File: config.mk
export PLATFORM = sky130hd
export DESIGN_NAME = float_to_decimal_seq_flat
export DESIGN_NICKNAME = d
export VERILOG_FILES = /design/src/rtl/float_to_decimal_seq_if.sv /design/src/rtl/float_to_decimal_seq.sv /design/src/flat_wrapper.sv
export SDC_FILE = /design/constraint.sdc
export NUM_CORES = 1
export LEC_CHECK = 0
export CELL_PAD_IN_SITES_DETAIL_PLACEMENT = 1
export CELL_PAD_IN_SITES_GLOBAL_PLACEMENT = 2
export CORE_UTILIZATION = 31
export CTS_CLUSTER_DIAMETER = 200
export DETAILED_ROUTE_END_ITERATION = 8
export PLACE_DENSITY_LB_ADDON = 0.1
export RECOVER_POWER = 25
export SLEW_MARGIN = 10
export SYNTH_ARGS = -nofsm -noshare
export SYNTH_HDL_FRONTEND = slang
export SYNTH_SLANG_ARGS = --single-unit
export TNS_END_PERCENT = 50
File: constraint.sdc
create_clock -name clk -period 3.4 [get_ports clk]
set_input_delay 1.02 -clock clk [delete_from_list [all_inputs] [get_ports clk]]
set_output_delay 1.02 -clock clk [all_outputs]
set_load 0.1 [all_outputs]
File: src/rtl/float_to_decimal_seq_if.sv
// float_to_decimal_seq_if: input and result handshakes of the float-to-decimal converter
// master drives in_valid/in_data/out_ready; slave returns in_ready and the result bundle.
interface float_to_decimal_seq_if #(parameter int NDIG = 4);
  logic                in_valid;
  logic                in_ready;
  logic [31:0]         in_data;
  logic                out_valid;
  logic                out_ready;
  logic                out_sign;
  logic [23:0]         out_int;
  logic [4*NDIG-1:0]   out_frac;
  logic                out_ovf;
  logic                out_unf;
  modport master (
    output in_valid, in_data, out_ready,
    input  in_ready, out_valid, out_sign, out_int, out_frac, out_ovf, out_unf
  );
  modport slave (
    input  in_valid, in_data, out_ready,
    output in_ready, out_valid, out_sign, out_int, out_frac, out_ovf, out_unf
  );
endinterface

File: src/rtl/float_to_decimal_seq.sv
// float_to_decimal_seq: IEEE-754 single to integer part plus NDIG truncated BCD fraction digits
// ports: clk, rst (sync, active high), bus (float_to_decimal_seq_if.slave)
// FTD_ROUND_LAST_DIGIT_EN adds a ROUND state that rounds on one extra digit
module float_to_decimal_seq #(
  parameter int NDIG = 4
) (
  input  logic                   clk,
  input  logic                   rst,
  float_to_decimal_seq_if.slave  bus
);
  localparam int W = 4 * NDIG;
  localparam logic [2:0] S_IDLE  = 3'd0;
  localparam logic [2:0] S_SPLIT = 3'd1;
  localparam logic [2:0] S_DIGIT = 3'd2;
  localparam logic [2:0] S_DONE  = 3'd4;
`ifdef FTD_ROUND_LAST_DIGIT_EN
  localparam logic [2:0] S_ROUND = 3'd3;
  localparam logic [2:0] S_AFTER = S_ROUND;
`else
  localparam logic [2:0] S_AFTER = S_DONE;
`endif
  logic [2:0]   r_state;
  logic [31:0]  r_word;
  logic [22:0]  r_frac;
  logic [3:0]   r_k;
  logic         r_sign;
  logic         r_ovf;
  logic         r_unf;
  logic [23:0]  r_int;
  logic [W-1:0] r_digits;
  logic [7:0]   w_e;
  logic [7:0]   w_up;
  logic [7:0]   w_dn;
  logic [22:0]  w_m;
  logic [23:0]  w_mm;
  logic [22:0]  w_shr;
  logic [23:0]  w_sp_int;
  logic [22:0]  w_sp_frac;
  logic         w_sp_ovf;
  logic         w_sp_unf;
  logic [26:0]  w_p;
  assign w_e   = r_word[30:23];
  assign w_m   = r_word[22:0];
  assign w_mm  = {1'b1, w_m};
  assign w_up  = w_e - 8'd127;
  assign w_dn  = 8'd127 - w_e;
  // the bit weighted 2^-1 of a value below one is M >> (127-e) in 23-bit fraction units
  assign w_shr = 23'(w_mm >> w_dn[4:0]);
  assign w_p   = {1'b0, r_frac, 3'b000} + {3'b000, r_frac, 1'b0};
  always_comb begin
    w_sp_int  = '0;
    w_sp_frac = '0;
    w_sp_ovf  = 1'b0;
    w_sp_unf  = 1'b0;
    if (w_e == 8'd0)
      w_sp_unf = |w_m;
    else if (w_e == 8'd255 || (w_e >= 8'd127 && w_up > 8'd23)) begin
      w_sp_ovf = 1'b1;
      w_sp_int = '1;
    end else if (w_e >= 8'd127) begin
      w_sp_int  = w_mm >> (5'd23 - w_up[4:0]);
      w_sp_frac = w_m << w_up[4:0];
    end else if (w_dn > 8'd23)
      w_sp_unf = 1'b1;
    else
      w_sp_frac = w_shr;
  end
`ifdef FTD_ROUND_LAST_DIGIT_EN
  logic [W-1:0] w_inc;
  logic         w_cout;
  always_comb begin
    w_cout = 1'b1;
    w_inc  = r_digits;
    for (int i = 0; i < NDIG; i++) begin
      w_inc[4*i +: 4] = w_cout ? ((r_digits[4*i +: 4] == 4'd9) ? 4'd0 : r_digits[4*i +: 4] + 4'd1) : r_digits[4*i +: 4];
      w_cout = w_cout & (r_digits[4*i +: 4] == 4'd9);
    end
  end
`endif
  always_ff @(posedge clk) begin
    if (rst) begin
      r_state  <= S_IDLE;
      r_word   <= '0;
      r_frac   <= '0;
      r_k      <= '0;
      r_sign   <= 1'b0;
      r_ovf    <= 1'b0;
      r_unf    <= 1'b0;
      r_int    <= '0;
      r_digits <= '0;
    end else begin
      case (r_state)
        S_IDLE: if (bus.in_valid) begin
          r_word  <= bus.in_data;
          r_state <= S_SPLIT;
        end
        S_SPLIT: begin
          r_sign   <= r_word[31];
          r_int    <= w_sp_int;
          r_frac   <= w_sp_frac;
          r_ovf    <= w_sp_ovf;
          r_unf    <= w_sp_unf;
          r_digits <= '0;
          r_k      <= '0;
          r_state  <= S_DIGIT;
        end
        S_DIGIT: begin
          r_digits <= (r_digits << 4) | W'(w_p[26:23]);
          r_frac   <= w_p[22:0];
          r_k      <= r_k + 4'd1;
          r_state  <= (r_k == 4'(NDIG - 1)) ? S_AFTER : S_DIGIT;
        end
`ifdef FTD_ROUND_LAST_DIGIT_EN
        S_ROUND: begin
          if (w_p[26:23] >= 4'd5) begin
            r_digits <= w_inc;
            if (w_cout) begin
              r_int <= (&r_int) ? r_int : r_int + 24'd1;
              r_ovf <= r_ovf | (&r_int);
            end
          end
          r_state <= S_DONE;
        end
`endif
        S_DONE: if (bus.out_ready) r_state <= S_IDLE;
        default: r_state <= S_IDLE;
      endcase
    end
  end
  assign bus.in_ready  = r_state == S_IDLE;
  assign bus.out_valid = r_state == S_DONE;
  assign bus.out_sign  = r_sign;
  assign bus.out_int   = r_int;
  assign bus.out_frac  = r_digits;
  assign bus.out_ovf   = r_ovf;
  assign bus.out_unf   = r_unf;
endmodule

File: src/flat_wrapper.sv
// flat-port wrapper written by rule: the top's interface ports become plain ports
module float_to_decimal_seq_flat 
#(
  parameter int NDIG = 4
)
  (clk, rst, bus_in_valid, bus_in_data, bus_out_ready, bus_in_ready, bus_out_valid, bus_out_sign, bus_out_int, bus_out_frac, bus_out_ovf, bus_out_unf);
  float_to_decimal_seq_if #(.NDIG(NDIG)) bus_i ();
  input  logic clk;
  input  logic rst;
  input wire logic [$bits(bus_i.in_valid)-1:0] bus_in_valid;
  input wire logic [$bits(bus_i.in_data)-1:0] bus_in_data;
  input wire logic [$bits(bus_i.out_ready)-1:0] bus_out_ready;
  output wire logic [$bits(bus_i.in_ready)-1:0] bus_in_ready;
  output wire logic [$bits(bus_i.out_valid)-1:0] bus_out_valid;
  output wire logic [$bits(bus_i.out_sign)-1:0] bus_out_sign;
  output wire logic [$bits(bus_i.out_int)-1:0] bus_out_int;
  output wire logic [$bits(bus_i.out_frac)-1:0] bus_out_frac;
  output wire logic [$bits(bus_i.out_ovf)-1:0] bus_out_ovf;
  output wire logic [$bits(bus_i.out_unf)-1:0] bus_out_unf;
  assign bus_i.in_valid = bus_in_valid;
  assign bus_i.in_data = bus_in_data;
  assign bus_i.out_ready = bus_out_ready;
  assign bus_in_ready = bus_i.in_ready;
  assign bus_out_valid = bus_i.out_valid;
  assign bus_out_sign = bus_i.out_sign;
  assign bus_out_int = bus_i.out_int;
  assign bus_out_frac = bus_i.out_frac;
  assign bus_out_ovf = bus_i.out_ovf;
  assign bus_out_unf = bus_i.out_unf;
  float_to_decimal_seq #(.NDIG(NDIG)) u_core (.clk(clk), .rst(rst), .bus(bus_i));
endmodule
After elaboration in Yosys (flattened, before gate mapping)
Cells that the tools add are included.
{"block": "totals", "ff_bits": 105, "latch_bits": 0, "ramBits": 0, "mem_bits_ro": 0, "inputBits": 36, "output_inout_bits": 45, "wordCells": 56, "n_memories": 0}
{"block": "op_classes", "add_sub_neg": 5, "multipliers": 0, "n_div": 0, "order_cmp": 3, "eq_ne": 7, "n_shift": 3, "mux": 20, "bitwise_logic": 1, "n_reduce_logical": 8}
{"operator": "$mux W23", "n": 4}
{"operator": "$mux W24", "n": 3}
{"operator": "$pmux W23 S2", "n": 1}
{"operator": "$pmux W16 S2", "n": 1}
{"operator": "$add A26 B24 Y27", "n": 1}
{"operator": "$shr A24 B5 Y23", "n": 1}
{"operator": "$shr A24 B5 Y24", "n": 1}
{"operator": "$reduce_or A23 Y1", "n": 1}
{"operator": "$shl A23 B5 Y23", "n": 1}
{"operator": "$gt A8 B5 Y1 const B", "n": 2}
{"operator": "$or A16 B4 Y16", "n": 1}
{"operator": "$pmux W3 S4", "n": 1}
{"operator": "$mux W3", "n": 3}
{"operator": "$eq A8 B8 Y1 const B", "n": 1}
{"operator": "$ge A8 B7 Y1 const B", "n": 1}
{"operator": "$logic_not A8 Y1", "n": 1}
{"operator": "$pmux W4 S2", "n": 1}
{"operator": "$sub A7 B8 Y8 const A", "n": 1}
{"operator": "$sub A8 B7 Y8 const B", "n": 1}
{"operator": "$mux W1", "n": 6}
{"operator": "$sub A5 B5 Y5 const A", "n": 1}
{"operator": "$add A4 B1 Y4 const B", "n": 1}
{"operator": "$eq A4 B2 Y1 const B", "n": 1}
{"operator": "$ne A2 B2 Y1 const B", "n": 2}
{"operator": "other kinds (8)", "n": 9}

Longest topological paths before layout
{"block": "logic_depth", "depth_word": 7, "ltp_mapped": 17, "mapped_depth_nobuf": 9}

Worst setup path after synthesis
Ideal clock, no wire load.
{"block": "synth_timing", "path_kind": "register to output", "startpoint": "reg u_core.r_state[2]", "endpoint": "out bus_out_valid", "t_arrival_ns": 2.806, "required_time_ns": 2.380, "setup_slack_ns": -0.426, "path_stages_with_launch": 3, "path_buffers": 1, "path_cell_list": "dfxtp_1 -> clkbuf_1 -> nor3b_1"}
{"block": "synth_via", "elab_chain_cells": 1}
{"item": "start: declaration", "line_no": "float_to_decimal_seq.sv:22", "rtl": "logic [2:0] r_state;"}
{"item": "start signal: assignment", "line_no": "float_to_decimal_seq.sv:111", "rtl": "r_state <= (r_k == 4'(NDIG - 1)) ? S_AFTER : S_DIGIT;"}
{"item": "$eq A3 B3 Y1", "line_no": "float_to_decimal_seq.sv:131", "rtl": "assign bus.out_valid = r_state == S_DONE;"}
{"item": "end: declaration", "line_no": "flat_wrapper.sv:14", "rtl": "output wire logic [$bits(bus_i.out_valid)-1:0] bus_out_valid;"}
Every way passes these cells.

Worst setup path after layout
{"block": "layout_timing", "startpoint": "reg u_core.r_word[23]", "endpoint": "reg u_core.r_int[8], in the netlist u_core.bus.out_int[8]"}
{"block": "layout_via", "elab_chain_cells": 6, "elab_cells_between_ends": 12, "cone_classes": "add/sub (2); order compare (2); eq/ne (1); shift (1); mux (3); reduce/logical (3)"}
{"item": "start: declaration", "line_no": "float_to_decimal_seq.sv:23", "rtl": "logic [31:0] r_word;"}
{"item": "start signal: assignment", "line_no": "float_to_decimal_seq.sv:94", "rtl": "r_word <= bus.in_data;"}
{"item": "$sub A8 B7 Y8", "line_no": "float_to_decimal_seq.sv:45", "rtl": "assign w_up = w_e - 8'd127;"}
{"item": "$sub A5 B5 Y5 or $gt A8 B5 Y1 (tied branches)", "line_no": "float_to_decimal_seq.sv:61, float_to_decimal_seq.sv:57"}
{"item": "$shr A24 B5 Y24 or $logic_and A1 B1 Y1 (tied branches)", "line_no": "float_to_decimal_seq.sv:61, float_to_decimal_seq.sv:57"}
{"item": "$mux W24 or $logic_or A1 B1 Y1 (tied branches)", "line_no": "float_to_decimal_seq.sv:60, float_to_decimal_seq.sv:57"}
{"item": "$mux W24", "line_no": "float_to_decimal_seq.sv:57", "rtl": "else if (w_e == 8'd255 || (w_e >= 8'd127 && w_up > 8'd23)) begin"}
{"item": "$mux W24 *", "line_no": "float_to_decimal_seq.sv:55", "rtl": "if (w_e == 8'd0)"}
{"item": "end signal: assignment", "line_no": "float_to_decimal_seq.sv:99", "rtl": "r_int <= w_sp_int;"}
{"item": "end: declaration", "line_no": "float_to_decimal_seq.sv:29", "rtl": "logic [23:0] r_int;"}
Every way passes the cells marked *; elsewhere a longest branch is shown, timed or not.
A chain may end at the register's enable or synchronous reset.

==> results.cfg <==
[status]
status = finished with violations
violations = DRC, capacitance limit, slew limit

[routing]
vias = 8209
ant_nets = 0
wl_met1_um = 14100
drt-total-wl_um = 30400
wl_met3_um = 1040
routed-wl-met2_um = 14600
wl_per_cell_um = 21.5
first_pass_iters = 7
vias_per_cell = 5.79
routed.top_layer = met4
drt_iter0_drc = 560
drc = 1

[clock_network]
cts.sinks = 105
cts_resized = 0
clk_latency_ns = 0.36
clkTransAtPathRegs_ns = 0.08
htree_levels = 3
cts_setup_buffers = 0
cts_hold_buf = 0
cts_made_buffers = 9
ctsRootBufferMaster = clkbuf_16
cts_tree = done
cts_buffer_depth = 2

[power_and_ir_drop]
power_density_nw_per_um2 = 376
max-vdd-ir-drop_uv = 219
cellLeakagePower_nw = 3.35

[timing]
min_period_ns = 3.00
period_share_pct = 88.2
final_max_slew_viol_count = 37
max-slew-margin-rel_pct = -7.57
worstMarginPinSlew_ns = 1.61
fin_tns_setup_ns = 0
fmax_ghz = 0.334
finClkSkew_ns = 0.0139
fin_hold_ws_ns = 0.460
rsz0062_at_grt = false
setup_violations = 0
finalHoldViolCount = 0

[logic_synthesis]
yosys.area_share.simple_pct = 20.3
ys_seq_elements = 105
synth_edf_count = 0
synthMuxAreaShare_pct = 17.0
ys.flop_type = dfxtp_1
syn_area_per_cell_um2 = 7.90
syn-cell-area_um2 = 8380
synth-compound-area-share_pct = 24.5
synth_fa_ha_area_share_pct = 4.12
ys_seq_area_share_pct = 25.1
synth_top_area_share_pct = 25.1
ys_types = 74
async_flop_share_pct = 0
synth_fp_nets = 1123
synth_top_cells_by_area = dfxtp_1 25%, mux4_2 11%, nand2_1 7.8%
yosys.area.top_type = dfxtp_1
yosysWarnings = 0
netlist_instances = 1060
synth_top_family_by_area = compound AO/OA/AOI/OAI gates
synthXorXnorAreaFrac_pct = 2.36

[final_layout]
n_antenna_cell = 0
fin_area_um2 = 9450
regArea_um2 = 2100
area_growth_pct = 12.8
drive_above_1_share_pct = 12.5
multi_input_area_um2 = 5730
final_util_pct = 35.9
num-fill-cells = 3196
fin_nets = 1140

[place]
dp_hpwl_um = 22700
port-buffer-count = 80
placed_cell_area_um2 = 9250
routabilityCongestion = 0.858

[worst_setup_path]
startpoint_type = flip-flop
r2r_slack_ns = 0.40
rr_startpoint = u_core.r_word[23]$_SDFFE_PP0P_
end_kind = flip-flop
crit_type = reg2reg
slowest_stage = buf_4
max_stage_delay_ns = 0.59
crit_chain = buf_4 -> nand3_2 -> xnor2_2 -> nand2_1 -> a21boi_2 -> a32oi_1 -> a21oi_1
worstPathRequired_ns = 3.69
cp.arrival_ns = 3.29
rr_worst_depth = 7
crit_fanout = 50
r2r-end = u_core.bus.out_int[8]$_SDFFE_PP0P_

[grt]
grt_max_degree = 56
grt_use_total_pct = 21.9
grt_overflow = 0
grt_pass1_vias = 8113
grt_first_pass_wirelength_um = 47900
antenna_found_initial = 0

[die]
initial_utilization_pct = 31.9
die_y_um = 166
die_area_um2 = 27700
rows = 59
core_um2 = 26300
die_w_um = 166
ios = 81

[hold_path]
holdPathStages = 2
hold_end = u_core.bus.out_int[1]$_SDFFE_PP0P_
hold_class = reg2reg
min-delay-start = u_core.bus.out_int[1]$_SDFFE_PP0P_

[flow_run]
max_cap_viol_count = 1
## Yosys cell counts, types with 11 or more instances
master	count
nand2_1	173
a21oi_1	114
dfxtp_1	105
nor2_1	89
clkbuf_1	59
mux4_2	41
o21ai_0	39
a22oi_1	37
mux2i_1	35
buf_2	26
ha_1	26
nand3_1	22
nor3_1	19
a211oi_1	14
nor4_1	14
o211ai_1	13
a31oi_1	12
o21ai_1	12
inv_1	11
xnor2_1	11
## through the flow
step / power, mW / std cells / worst slack, ns
final: 3.55 / 1417 / 0.402
after global routing: 3.73 / 1417 / 0.102
after floorplan: 2.13 / 1060 / 0.158
after CTS: 3.60 / 1417 / 0.412
after global placement: 2.45 / 1401 / 0.416
after detailed placement: 2.45 / 1401 / 0.435
## worst max-delay path by stage
stage,from,to,slack (ns),depth (start not counted)
2_1_floorplan,u_core.r_word[23]$_SDFFE_PP0P_,u_core.r_frac[10]$_SDFFE_PP0P_,0.16,16
3_5_place_dp,u_core.r_frac[0]$_SDFFE_PP0P_,u_core.bus.out_frac[2]$_SDFFE_PP0P_,0.44,9
5_1_grt,u_core.r_word[23]$_SDFFE_PP0P_,u_core.r_frac[12]$_SDFFE_PP0P_,0.10,8
4_1_cts,u_core.r_frac[0]$_SDFFE_PP0P_,u_core.bus.out_frac[2]$_SDFFE_PP0P_,0.41,9
6_report,u_core.r_word[23]$_SDFFE_PP0P_,u_core.bus.out_int[8]$_SDFFE_PP0P_,0.40,7
3_3_place_gp,u_core.r_frac[0]$_SDFFE_PP0P_,u_core.bus.out_frac[2]$_SDFFE_PP0P_,0.42,9
## worst max-delay path, delay by kind of cell (launching register included)
kind | cells | cell delay, ns
AO/OA/AOI/OAI | 3 | 0.75
XOR/XNOR | 1 | 0.46
buffers and inverters | 1 | 0.59
flip-flops | 1 | 0.35
AND/OR/NAND/NOR | 2 | 0.76
## power by group
group          internal [mW]  switching (mW)  leakage (nW)
combinational          0.387           0.637          2.34
sequential              1.28           0.112         0.854
clock                  0.588           0.541         0.150
## state kept, by name, indices dropped and copies added (netlist names)
| name | count |
|---|---|
| u_core.r_k | 4 |
| u_core.bus.out_ovf | 1 |
| u_core.r_word | 32 |
| u_core.bus.out_sign | 1 |
| u_core.bus.out_unf | 1 |
| u_core.bus.out_int | 24 |
| u_core.r_frac | 23 |
| u_core.r_state | 3 |
| u_core.bus.out_frac | 16 |
## kinds of logic (layout without fill, tap and decap cells)
family | count (synthesis) | count (layout)
mux | 89 | 89
simple gates | 379 | 379
fa+ha+maj | 27 | 27
xor+xnor | 20 | 20
compound gates | 321 | 321
buf+inv | 119 | 141
flops | 105 | 105
## layout by cell type, fill, tap and decap left out, drive strengths merged, types with 7 or more instances in the layout
cell type,Yosys,routed
o22ai,9,9
and2,8,8
ha,26,26
o221ai,8,8
nor2,92,92
clkdlybuf4s50,0,33
o211ai,13,13
inv,14,17
a22oi,37,37
o21a,7,7
buf,45,47
mux4,41,41
mux2i,35,35
nand3,23,23
dfxtp,105,105
nor4,14,14
a21oi,114,114
nor3,20,20
clkbuf,59,38
a31oi,12,12
o21ai,51,51
xnor2,14,14
a21o,9,9
nand4,10,10
a211oi,15,15
nand2,173,173
mux2,13,13
nor2b,10,10
## layer usage
layer,up-vias,global-route usage [%]
met4,0,5.84
met5,-,0
met2,174,36.8
met1,4062,29.6
li1,3939,-
met3,34,2.60
## area by class of cell
| cell class | count | share of cell area [%] |
|---|---|---|
| clock buffer | 9 | 2.38 |
| clock inverter | 7 | 0.914 |
| inverter | 15 | 0.596 |
| multi-input combinational | 836 | 60.6 |
| sequential | 105 | 22.3 |
| tap | 335 | 4.44 |
| timing repair buffer | 110 | 8.76 |
Power figures use the tool's default switching activity.
